**config.mk**
```make
export PLATFORM = sky130hd
export DESIGN_NAME = hamming_serial_encoder
export DESIGN_NICKNAME = d
export VERILOG_FILES = /design/src/rtl/hamming_serial_encoder.sv
export SDC_FILE = /design/constraint.sdc
export NUM_CORES = 1
export LEC_CHECK = 0
export CAP_MARGIN = 25
export CORE_MARGIN = 3
export CORE_UTILIZATION = 40
export DETAILED_ROUTE_END_ITERATION = 16
export PLACE_DENSITY = 0.69
export RECOVER_POWER = 50
export SLEW_MARGIN = 20
export SYNTH_ARGS = -nofsm -noshare
export SYNTH_HDL_FRONTEND = slang
export SYNTH_SLANG_ARGS = --single-unit
```
**constraint.sdc**
```tcl
create_clock -name clk -period 3.15 [get_ports clk]
set_input_delay 0.7875 -clock clk [delete_from_list [all_inputs] [get_ports clk]]
set_output_delay 0.7875 -clock clk [all_outputs]
set_load 0.005 [all_outputs]
```
**src/rtl/hamming_serial_encoder.sv**
```systemverilog
// Hamming (136,128) serial link transmitter.
// Accepts a 128-bit word, builds a 136-bit Hamming codeword with parity at the
// power-of-two positions, then shifts it out MSB-first after a one-cycle
// frame_start pulse. An inter-frame gap follows each frame.
// Optional feature macro: ERR_INJECT_EN (adds err_inj/err_pos single-bit error injection).
module hamming_serial_encoder #(
    parameter int unsigned DATA_W = 128,
    parameter int unsigned CODE_W = 136,
    parameter int unsigned IFG    = 6
) (
    input  logic              clk,
    input  logic              reset,
    input  logic [DATA_W:1]   din,
    input  logic              din_valid,
    output logic              din_ready,
    output logic              frame_start,
    output logic              serial_out,
    output logic              busy,
    output logic              tx_done
`ifdef ERR_INJECT_EN
    ,
    input  logic              err_inj,
    input  logic [7:0]        err_pos
`endif
);

    localparam int unsigned CNT_W = 8;
    localparam int unsigned NPAR  = 8;

    typedef enum logic [2:0] {
        IDLE,
        ENCODE,
        SYNC,
        SHIFT,
        GAP
    } state_t;

    state_t             state, state_n;
    logic [DATA_W:1]    data_q, data_n;
    logic [CODE_W:1]    cw_q, cw_n;
    logic [CNT_W-1:0]   bit_cnt, bit_cnt_n;
    logic [CNT_W-1:0]   gap_cnt, gap_cnt_n;
    logic               serial_n;
    logic               frame_start_n;
    logic               busy_n;
    logic               tx_done_n;
`ifdef ERR_INJECT_EN
    logic               err_inj_q, err_inj_n;
    logic [7:0]         err_pos_q, err_pos_n;
`endif

    // Place data in non-power-of-two positions, then derive each parity bit
    // from the data positions whose index has the matching bit set.
    function automatic logic [CODE_W:1] encode(input logic [DATA_W:1] d);
        logic [CODE_W:1] cw;
        int unsigned     j;
        logic            p;
        cw = '0;
        j  = 1;
        for (int unsigned i = 1; i <= CODE_W; i++) begin
            if ((i & (i - 1)) != 0) begin
                cw[CNT_W'(i)] = d[CNT_W'(j)];
                j++;
            end
        end
        for (int unsigned k = 0; k < NPAR; k++) begin
            p = 1'b0;
            for (int unsigned i = 1; i <= CODE_W; i++) begin
                if (((i & (i - 1)) != 0) && (((i >> k) & 1) != 0)) begin
                    p = p ^ cw[CNT_W'(i)];
                end
            end
            cw[CNT_W'(1 << k)] = p;
        end
        return cw;
    endfunction

    assign din_ready = (state == IDLE) & ~reset;

    // Next-state, datapath and next-output logic.
    always_comb begin
        state_n       = state;
        data_n        = data_q;
        cw_n          = cw_q;
        bit_cnt_n     = bit_cnt;
        gap_cnt_n     = gap_cnt;
        serial_n      = 1'b0;
        frame_start_n = 1'b0;
        tx_done_n     = 1'b0;
`ifdef ERR_INJECT_EN
        err_inj_n     = err_inj_q;
        err_pos_n     = err_pos_q;
`endif
        case (state)
            IDLE: begin
                if (din_valid) begin
                    data_n  = din;
                    state_n = ENCODE;
`ifdef ERR_INJECT_EN
                    err_inj_n = err_inj;
                    err_pos_n = err_pos;
`endif
                end
            end
            ENCODE: begin
                cw_n = encode(data_q);
`ifdef ERR_INJECT_EN
                if (err_inj_q && (err_pos_q >= 8'd1) && (err_pos_q <= 8'(CODE_W))) begin
                    cw_n[err_pos_q] = ~cw_n[err_pos_q];
                end
`endif
                frame_start_n = 1'b1;
                state_n       = SYNC;
            end
            SYNC: begin
                bit_cnt_n = CNT_W'(CODE_W);
                serial_n  = cw_q[CODE_W];
                state_n   = SHIFT;
            end
            SHIFT: begin
                if (bit_cnt == CNT_W'(1)) begin
                    tx_done_n = 1'b1;
                    gap_cnt_n = '0;
                    state_n   = GAP;
                end else begin
                    bit_cnt_n = bit_cnt - CNT_W'(1);
                    serial_n  = cw_q[bit_cnt - CNT_W'(1)];
                end
            end
            GAP: begin
                // The IDLE cycle that follows completes the idle spacing.
                if (gap_cnt == CNT_W'(IFG - 2)) begin
                    state_n = IDLE;
                end else begin
                    gap_cnt_n = gap_cnt + CNT_W'(1);
                end
            end
            default: state_n = IDLE;
        endcase
        busy_n = (state_n != IDLE);
    end

    // State, datapath and output registers with synchronous reset.
    always_ff @(posedge clk) begin
        if (reset) begin
            state       <= IDLE;
            data_q      <= '0;
            cw_q        <= '0;
            bit_cnt     <= '0;
            gap_cnt     <= '0;
            serial_out  <= 1'b0;
            frame_start <= 1'b0;
            busy        <= 1'b0;
            tx_done     <= 1'b0;
`ifdef ERR_INJECT_EN
            err_inj_q   <= 1'b0;
            err_pos_q   <= '0;
`endif
        end else begin
            state       <= state_n;
            data_q      <= data_n;
            cw_q        <= cw_n;
            bit_cnt     <= bit_cnt_n;
            gap_cnt     <= gap_cnt_n;
            serial_out  <= serial_n;
            frame_start <= frame_start_n;
            busy        <= busy_n;
            tx_done     <= tx_done_n;
`ifdef ERR_INJECT_EN
            err_inj_q   <= err_inj_n;
            err_pos_q   <= err_pos_n;
`endif
        end
    end

endmodule

```
==> results of run 1 <==
-- flip-flops by register name, summed over array words and instances, names as in the netlist --
register and count:
busy 1, bit_cnt 8, state 3, serial_out 1, gap_cnt 8, frame_start 1, cw_q 135, tx_done 1
data_q 128
-- critical path, cell delays in order (launching register included) --
cell,delay (ps)
dfxtp_1,610
and2_2,1010
clkbuf_2,760
nand2_1,240
a21oi_1,190
-- placed cells by master (no fill, tap or decap), drive strengths merged, types with 4 or more instances in the layout --
cell type      count
a211oi             6
a21oi            270
buf               34
bufinv             5
clkbuf            46
clkdlybuf4s50    134
clkinv             6
dfxtp            286
ha                 4
inv                8
mux2i             15
mux4              35
nand2            530
nand3              5
nand3b             5
nand4              4
nor2              27
nor3               5
o21ai              7
or3                4
xnor2            150
xnor3             36
xor2              32
-- cells by family after synthesis --
kind of cell	Yosys count	synth area share, %
and+or+nand+nor	595	17.5
AOI/OAI and AO/OA	297	11.4
DFF	286	42.2
xor gates and xnor gates	220	18.1
buffers and inverters	111	3.27
muxes	53	7.17
adders and majority gates	4	0.369
-- area by class of cell --
| type | instances | area [um2] |
|---|---|---|
| Fill cell | 3139 | 16500 |
| Multi-Input combinational cell | 1169 | 7440 |
| Sequential cell | 286 | 5730 |
| Timing Repair Buffer | 175 | 1730 |
| Clock buffer | 39 | 805 |
| Tap cell | 442 | 553 |
| Clock inverter | 11 | 209 |
| Inverter | 8 | 30.0 |
-- metal layers --
layer	share of wire, %	GRT usage (%)
met5	0	0
met1	40	32.0
met3	7.8	3.28
met2	48	40.7
met4	3.9	8.19
-- worst max-delay path by stage --
stage / slack [ps] / cells after the start / end / start
3_5_place_dp: 250 / 7 / serial_out / bit_cnt[1]
4_1_cts: 190 / 3 / din_ready / state[0]
2_1_floorplan: 60 / 11 / serial_out / bit_cnt[0]
3_3_place_gp: 270 / 6 / serial_out / bit_cnt[1]
5_1_grt: 50 / 7 / serial_out / bit_cnt[1]
6_report: 230 / 4 / cw_q[103] / state[0]
-- metrics by stage --
stage / total power [mW] / utilization, %
floorplan: 6.67 / -
CTS: 11.4 / 50.2
finish: 11.4 / 50.0
global placement: 7.71 / 47.2
detailed placement: 7.72 / 47.2
global route: 11.8 / 50.0
-- power groups by stage --
| stage | sequential, mW | combinational (mW) | clock (mW) |
|---|---|---|---|
| 6_report | 4.11 | 3.59 | 3.69 |
| 5_1_grt | 4.12 | 3.77 | 3.87 |
| 4_1_cts | 4.10 | 3.58 | 3.72 |
| 3_5_place_dp | 4.18 | 3.54 | 0 |
| 3_3_place_gp | 4.17 | 3.53 | 0 |
| 2_1_floorplan | 4.03 | 2.64 | 0 |
==> impl_results.md, run 1 <==
- Outcome: finished clean
- Leakage power: 5.92 nW
- Worst r2r dst: cw_q[103]
- Reg2reg start: state[0]
- Hold depth: 2
- Clk buf depth: 3
- Tot GR Track Use: 24.2%
- Design area: 16,500 um2
- First DRT Iteration DRCs: 1,275
- First-pass GRT wire length: 66,000 um
- Vias/cell: around 5.3
- Mapped Area: between 10,000 and 15,000 um2
- Internal power: 7.90 mW
- Die width: between 150 and 200 um
- Hold Path End: cw_q[84]
- Setup CP Type: flip-flop to flip-flop
- Layout Nets: 1,805
- RSZ-0062 raised after global routing: false
- Port buffer count: 135
- Via count: 11,300
- NetSw: 3.49 mW
- Core Region: between 30,000 and 40,000 um2
- Drt first pass iters: 5
- Clock slew at reported path FFs: around 60 ps
- P per Cell Area: 691 nW/um2
- Clock Latency Late Sink: 590 ps
- Combinational share of power: 31.5%
- Largest net degree at the start of global routing: 182
- Clock root cell: clkbuf_16
- Top fanout value on the critical path: 52
- Count of cell types in the netlist: 50
- Hold Vio Cnt, Final: 0
- Maximum VDD drop: 419 uV
- Yosys top cell by area: dfxtp_1
- Min-delay src: cw_q[84]
- Syn nets: 1,701
- Vias in the first global route: approximately 11,000
- Mapped Cells: ~1,600
- Io pins: around 140
- CP startpoint kind: flip-flop
- Antenna cell count: 0
- Die Y: around 190 um
- H-tree depth: 1
- Initial antenna violation count: 0
- WP data required: 3630 ps
- Total clock sinks: 286
- Clock Skew: 34.8 ps
- Postcts setup bufs: 0
- Syn avg cell area: 8.66 um2
- Switching Share: 30.6%
- # Max-Cap Violations: 0
- Worst-Margin Slew: 1150 ps
- Post_cts resized: 0
- # setup viols final: 0
- Worst setup margin: between 200 and 250 ps
- Final worst-path cycle share: 92.6%
- Worst Hold Slack: 456 ps
- Slew margin rel.: between 20% and 30%
- Pre-CTS setup slack: 252 ps
- Area fraction of the dominant cell type after synthesis: 42.2%
- FFs w/ async S/R, synth: 0%
- Worst Reg-to-Reg Cells: 4
- Antenna-violating nets left: 0
- Clock power share: 32.4%
- Min cycle time layout: a little under 3000 ps
- Cts bufs inserted: 30
- Number of synthesized flops with an enable pin: 0
- CTS Hold Bufs: 0
- Synth cell count leaders: nand2_1 (529), dfxtp_1 (286), a21oi_1 (270)
- FP Rows: 66
- Arrival time at the worst endpoint: 3400 ps
- Top post-synthesis cells by area: dfxtp_1 (42%), nand2_1 (15%), a21oi_1 (10%), xnor2_1 (9.7%), xnor3_1 (6.0%)
- Achievable Freq: 0.343 GHz
- Placer's final routability congestion estimate: ~1.0
- Most frequent cell after synthesis: nand2_1
- DP HPWL: about 34,000 um
- Initial core utilization: 41.2%
- Share of cells above drive strength 1: 7.82%
- Layout Cells excl Fill: 2,130
- DP Area: approximately 16,000 um2
- R2R setup slack: 230 ps
- Max Transition Viols Final: 0
- Post-synthesis sequential area ratio: 42.2%
- Worst hold path type: flip-flop to flip-flop
- Drt drc: 0
- Die area: around 36,000 um2
- Placed Cells: 2,080
- P&R area growth vs syn: 21.6%
- Synth Flop Type: dfxtp_1
- Yosys reg bits: between 200 and 300
- WL final: ~45,000 um
- GR Overflow Total: 0
- Final TNS setup: 0 ps
- Wire per inst: 20.9 um
- CP Capture Type: flip-flop
- Yosys warning count: 0
- TritonCTS clock tree: done
- Sequential share of power: 36.1%
Power figures use the tool's default switching activity.
==> run 2: changes to the inputs <==
- CORE_UTILIZATION: 40 -> 52
- PLACE_DENSITY: 0.69 -> 0.84
==> run 2 against run 1 <==
  * The run now ends with capacitance limit, slew limit left
  * Clock power decreased by 9.5%
  * Clock-buffer cell count unchanged
  * Sequential share of layout area rose by 0.58 points
  * Sequential cell count unchanged
  * Critical endpoint is now din_ready
  * Highest routed layer unchanged
==> impl_results.md, run 2 (synthesis gave the netlist of run 1 again) <==
- Outcome: finished with violations
- Failing checks: capacitance limit, slew limit
- Wire per inst: 21.8 um
- Placer's final routability congestion estimate: roughly 1.1
- Switching Share: a little under a third
- Max Transition Viols Final: 93
- Hold Vio Cnt, Final: 0
- Io pins: 136
- Largest regs: cw_q: 135 flops, data_q: 128 flops
- Sequential share of power: 37.6%
- Worst hold path type: flip-flop to flip-flop
- First DRT Iteration DRCs: between 1,500 and 2,000
- CP max stage delay: 530 ps
- Clock power share: 30.5%
- Antenna-violating nets left: 0
- Core Region: 25,400 um2
- Commonest cells after routing, fill and taps aside: nand2_1 (528), dfxtp_1 (286), a21oi_1 (270)
- H-tree depth: 1
- Share of cells above drive strength 1: 7.83%
- DP Area: about 15,000 um2
- Largest net degree at the start of global routing: 190
- Top layer in use: met4
- Clk buf depth: 3
- Layout Cells excl Fill: 2,016
- RSZ-0062 raised after global routing: false
- Die Y: 167 um
- M1 WL: around 16,000 um
- Port buffer count: ~140
- Drt first pass iters: 7
- Worst Hold Slack: ~460 ps
- Top fanout value on the critical path: 14
- Final worst-path cycle share: 91.2%
- Area of the multi-input gates: around 7400 um2
- P&R area growth vs syn: 19.6%
- Cts bufs inserted: 28
- Worst setup margin: 276 ps
- Placed Cells: 1,967
- Worst r2r dst: cw_q[113]
- Arrival time at the worst endpoint: 2090 ps
- Reg2reg start: state[0]
- Number of flip-flops in the largest register: 135
- Clock Skew: 17.4 ps
- Worst-Margin Slew: 1710 ps
- Clock slew at reported path FFs: 60 ps
- Vias in the first global route: 11,000
- Design area: 16,200 um2
- WP data required: 2360 ps
- Min-delay src: cw_q[124]
- Combinational share of power: roughly a third
- DP HPWL: 33,100 um
- Initial antenna violation count: 0
- Post_cts resized: 0
- GR Overflow Total: 0
- FP Rows: 58
- First-pass GRT wire length: approximately 65,000 um
- Leakage power: 5.85 nW
- Min cycle time layout: 2870 ps
- Total power: between 10 and 15 mW
- Register Area: between 5000 and 6000 um2
- Critical Path, Cell by Cell: or2_2 > nor3_1 > clkdlybuf4s50_1
- P per Cell Area: 675 nW/um2
- Clock root cell: clkbuf_16
- # Max-Cap Violations: 1
- Total clock sinks: 286
- Pre-CTS setup slack: 352 ps
- Clock Latency Late Sink: 550 ps
- WL met2: about 20,000 um
- Slew margin rel.: -14.1%
- # setup viols final: 0
- Via count: about 12,000
- Setup CP Type: flip-flop to primary output
- Final TNS setup: 0 ps
- Die area: 28,000 um2
- TritonCTS clock tree: done
- Initial core utilization: between 50% and 60%
- Tot GR Track Use: 30.2%
- Crit path max-delay cell type: clkdlybuf4s50_1
- Hold depth: 2
- Hold Path End: cw_q[124]
- Vias/cell: 5.77
- NetSw: 3.31 mW
- Achievable Freq: approximately 0.35 GHz
- Internal power: 7.62 mW
- CP startpoint kind: flip-flop
- CP Capture Type: primary output
- Util after Layout: 63.8%
- Layout Nets: 1,802
- Die width: 167 um
- Filler Cell Count: between 2,000 and 2,500
- Worst Reg-to-Reg Cells: 4
- Maximum VDD drop: 398 uV
- Postcts setup bufs: 0
- Met3 WL post-DR: between 4000 and 5000 um
- R2R setup slack: 330 ps
- CTS Hold Bufs: 0
- Commonest non-fill, non-tap cell in the layout: nand2_1
- Drt drc: 0
- WL final: 43,900 um
- Biggest register: cw_q
==> run 2: cell types whose count changed in the layout (fill, tap and decap cells not counted), sizes merged <==
| cell | previous run | this run |
|---|---|---|
| clkinv | 6 | 5 |
| clkbuf | 46 | 42 |
| bufinv | 5 | 2 |
| clkinvlp | 0 | 2 |
| diode | 0 | 1 |
| buf | 34 | 37 |
==> run 2: layout make-up <==
cell class | count | area share (%)
clock inverter | 9 | 0.664
inverter | 8 | 0.185
tap | 330 | 2.55
sequential | 286 | 35.3
antenna | 1 | 0.0154
clock buffer | 39 | 4.95
timing repair buffer | 174 | 10.5
multi-input combinational | 1169 | 45.8
==> run 2: power groups by stage <==
| stage | combinational (mW) | clock [mW] | sequential (mW) |
|---|---|---|---|
| floorplan | 2.64 | 0 | 4.03 |
| global placement | 3.41 | 0 | 4.17 |
| detailed placement | 3.44 | 0 | 4.17 |
| CTS | 3.48 | 3.36 | 4.09 |
| global route | 3.72 | 3.49 | 4.11 |
| finish | 3.49 | 3.34 | 4.11 |
==> run 2: worst max path at each step <==
stage	start	slack [ps]	endpoint	depth (start not counted)
4_1_cts	state[0]	220	din_ready	3
6_report	state[0]	280	din_ready	3
5_1_grt	state[0]	170	data_q[33]	5
2_1_floorplan	bit_cnt[0]	60	serial_out	11
3_5_place_dp	bit_cnt[1]	350	serial_out	8
3_3_place_gp	bit_cnt[1]	390	serial_out	7
==> run 2: worst max-delay path: cells and delay by family (launching register included) <==
family / cells / cell delay, ps
simple gates: 2 / 550
flops: 1 / 460
buf+inv: 1 / 530
==> run 2: layer usage <==
metal / global-route usage (%) / vias to the layer above
met1: 38.4 / 5463
met5: 0 / -
met2: 48.9 / 650
met4: 14.6 / 0
met3: 6.82 / 144
li1: - / 5381
==> run 3: changes to the inputs <==
- CAP_MARGIN: 25 -> 20
- CTS_CLUSTER_DIAMETER: not set -> 40
- CTS_CLUSTER_SIZE: not set -> 30
==> run 3 against run 2 <==
  * The flow still finishes with violations (capacitance limit, slew limit)
  * Cell area is 2.4% higher
  * Via count is 1.1% higher
  * Clock power is 31% higher
  * Register-to-register slack worse by 70 ps
  * Setup slack worse by 15 ps
  * Power is 9.6% higher
==> impl_results.md, run 3 (synthesis gave the netlist of run 1 again) <==
- Post_cts resized: 0
- CP max stage delay: 620 ps
- # setup viols final: 0
- Final TNS setup: 0 ps
- Placer's final routability congestion estimate: between 1 and 1.5
- Clock root cell: clkbuf_16
- Via count: 11,800
- Largest net degree at the start of global routing: 190
- TritonCTS clock tree: done
- WL final: 44,500 um
- CTS Hold Bufs: 0
- Hold Vio Cnt, Final: 0
- Cts bufs inserted: 36
- Wire per inst: 21.9 um
- CP startpoint kind: flip-flop
- Util after Layout: 65.3%
- Commonest non-fill, non-tap cell in the layout: nand2_1
- Maximum VDD drop: 426 uV
- Total power: 12.0 mW
- Clock Latency Late Sink: 520 ps
- GR Overflow Total: 0
- H-tree depth: 2
- Worst hold path type: flip-flop to flip-flop
- Crit path max-delay cell type: ha_2
- First DRT Iteration DRCs: 1,642
- Top fanout value on the critical path: 17
- Vias/cell: 5.79
- Leakage power: 6.05 nW
- Worst Hold Slack: 458 ps
- RSZ-0062 raised after global routing: false
- Drt first pass iters: 5
- Drt drc: 0
- Share of cells above drive strength 1: slightly above 9%
- Clk buf depth: 3
- Layout Cells excl Fill: slightly above 2,000
- P per Cell Area: 723 nW/um2
- Slew margin rel.: -14.1%
- Antenna-violating nets left: 0
- Placed Cells: between 1,500 and 2,000
- Worst-Margin Slew: 1710 ps
- Layer with the highest usage: met2
- Clock Skew: ~23 ps
- Met2 usage: ~50%
- CP Capture Type: flip-flop
- Outcome: finished with violations
- Met3 Usage GRT: 7.37%
- Vias in the first global route: 11,200
- WP data required: 3540 ps
- Number of flip-flops in the largest register: 135
- Die Y: 167 um
- Min cycle time layout: 2890 ps
- Port buffer count: 135
- # Max-Cap Violations: 1
- First-pass GRT wire length: 66,700 um
- Critical Path, Cell by Cell: inv_1 > ha_2 > buf_4 > mux4_2 > mux2i_1 > mux2i_1 > mux2_2 > o22ai_1 > o31ai_1
- Worst setup margin: 261 ps
- Achievable Freq: 0.346 GHz
- Total clock sinks: roughly 290
- Buffers & Inverters on Critical Path: 2
- Final worst-path cycle share: 91.7%
- Cell mode on critical path: mux2i_1
- Layout Nets: 1,810
- Tot GR Track Use: a little under a third
- Delay-heaviest family, CP: multiplexers
- Largest regs: cw_q: 135 flops, data_q: 128 flops
- Die area: between 20,000 and 30,000 um2
- P&R area growth vs syn: 22.4%
- DP Area: 15,400 um2
- Core Region: between 20,000 and 30,000 um2
- Failing checks: capacitance limit, slew limit
- Io pins: 136
- Postcts setup bufs: 0
- Initial core utilization: ~53%
- Biggest register: cw_q
- Initial antenna violation count: 1
- Die width: approximately 170 um
- Max Transition Viols Final: 93
- Pre-CTS setup slack: 352 ps
- Arrival time at the worst endpoint: 3280 ps
- FP Rows: 58
- Commonest cells after routing, fill and taps aside: nand2_1 (528), dfxtp_1 (286), a21oi_1 (270)
- DP HPWL: 33,100 um
- Setup CP Type: flip-flop to flip-flop
- Met1 usage in global routing: 38.9%
- Design area: 16,600 um2
- Clock slew at reported path FFs: about 60 ps
-- run 3: cell count changes in the layout (fill, tap and decap cells not counted), sizes merged --
cell	before	now
bufinv	2	4
clkinv	5	8
clkbuf	42	45
clkinvlp	2	1
inv	8	18
-- run 3: power breakdown --
group	switching [mW]	leakage [nW]	internal [mW]
Sequential	0.298	2.33	3.81
Clock	1.74	0.636	2.65
Combinational	1.62	3.09	1.87
Total	3.66	6.05	8.34
-- run 3: cell type report --
class                           instances  area (um2)
Tap cell                              330         413
Sequential cell                       286        5730
Antenna cell                            1        2.50
Timing Repair Buffer                  174        1700
Fill cell                            2051        8800
Inverter                                8        30.0
Multi-Input combinational cell       1169        7430
Clock inverter                         23         309
Clock buffer                           42         985
-- run 3: per-layer routing --
layer	share of wire [%]	up-vias
met1	37	5512
met3	11	145
met4	6.0	0
li1	-	5414
met5	0	-
met2	47	696
-- run 3: tightest hold or removal path, stage by stage (launching register included) --
cell	delay, ps
dfxtp_1	300
nand2_1	50
a21oi_1	60
-- run 3: path summary, 6_finish.rpt --
check / to / slack (ps) / startpoint / cells after the start
setup / recovery: serial_out / 260 / bit_cnt[1] / 9
hold / removal: cw_q[124] / 460 / cw_q[124] / 2
setup reg to reg: serial_out / 260 / bit_cnt[1] / 9
hold reg to reg: cw_q[124] / 460 / cw_q[124] / 2
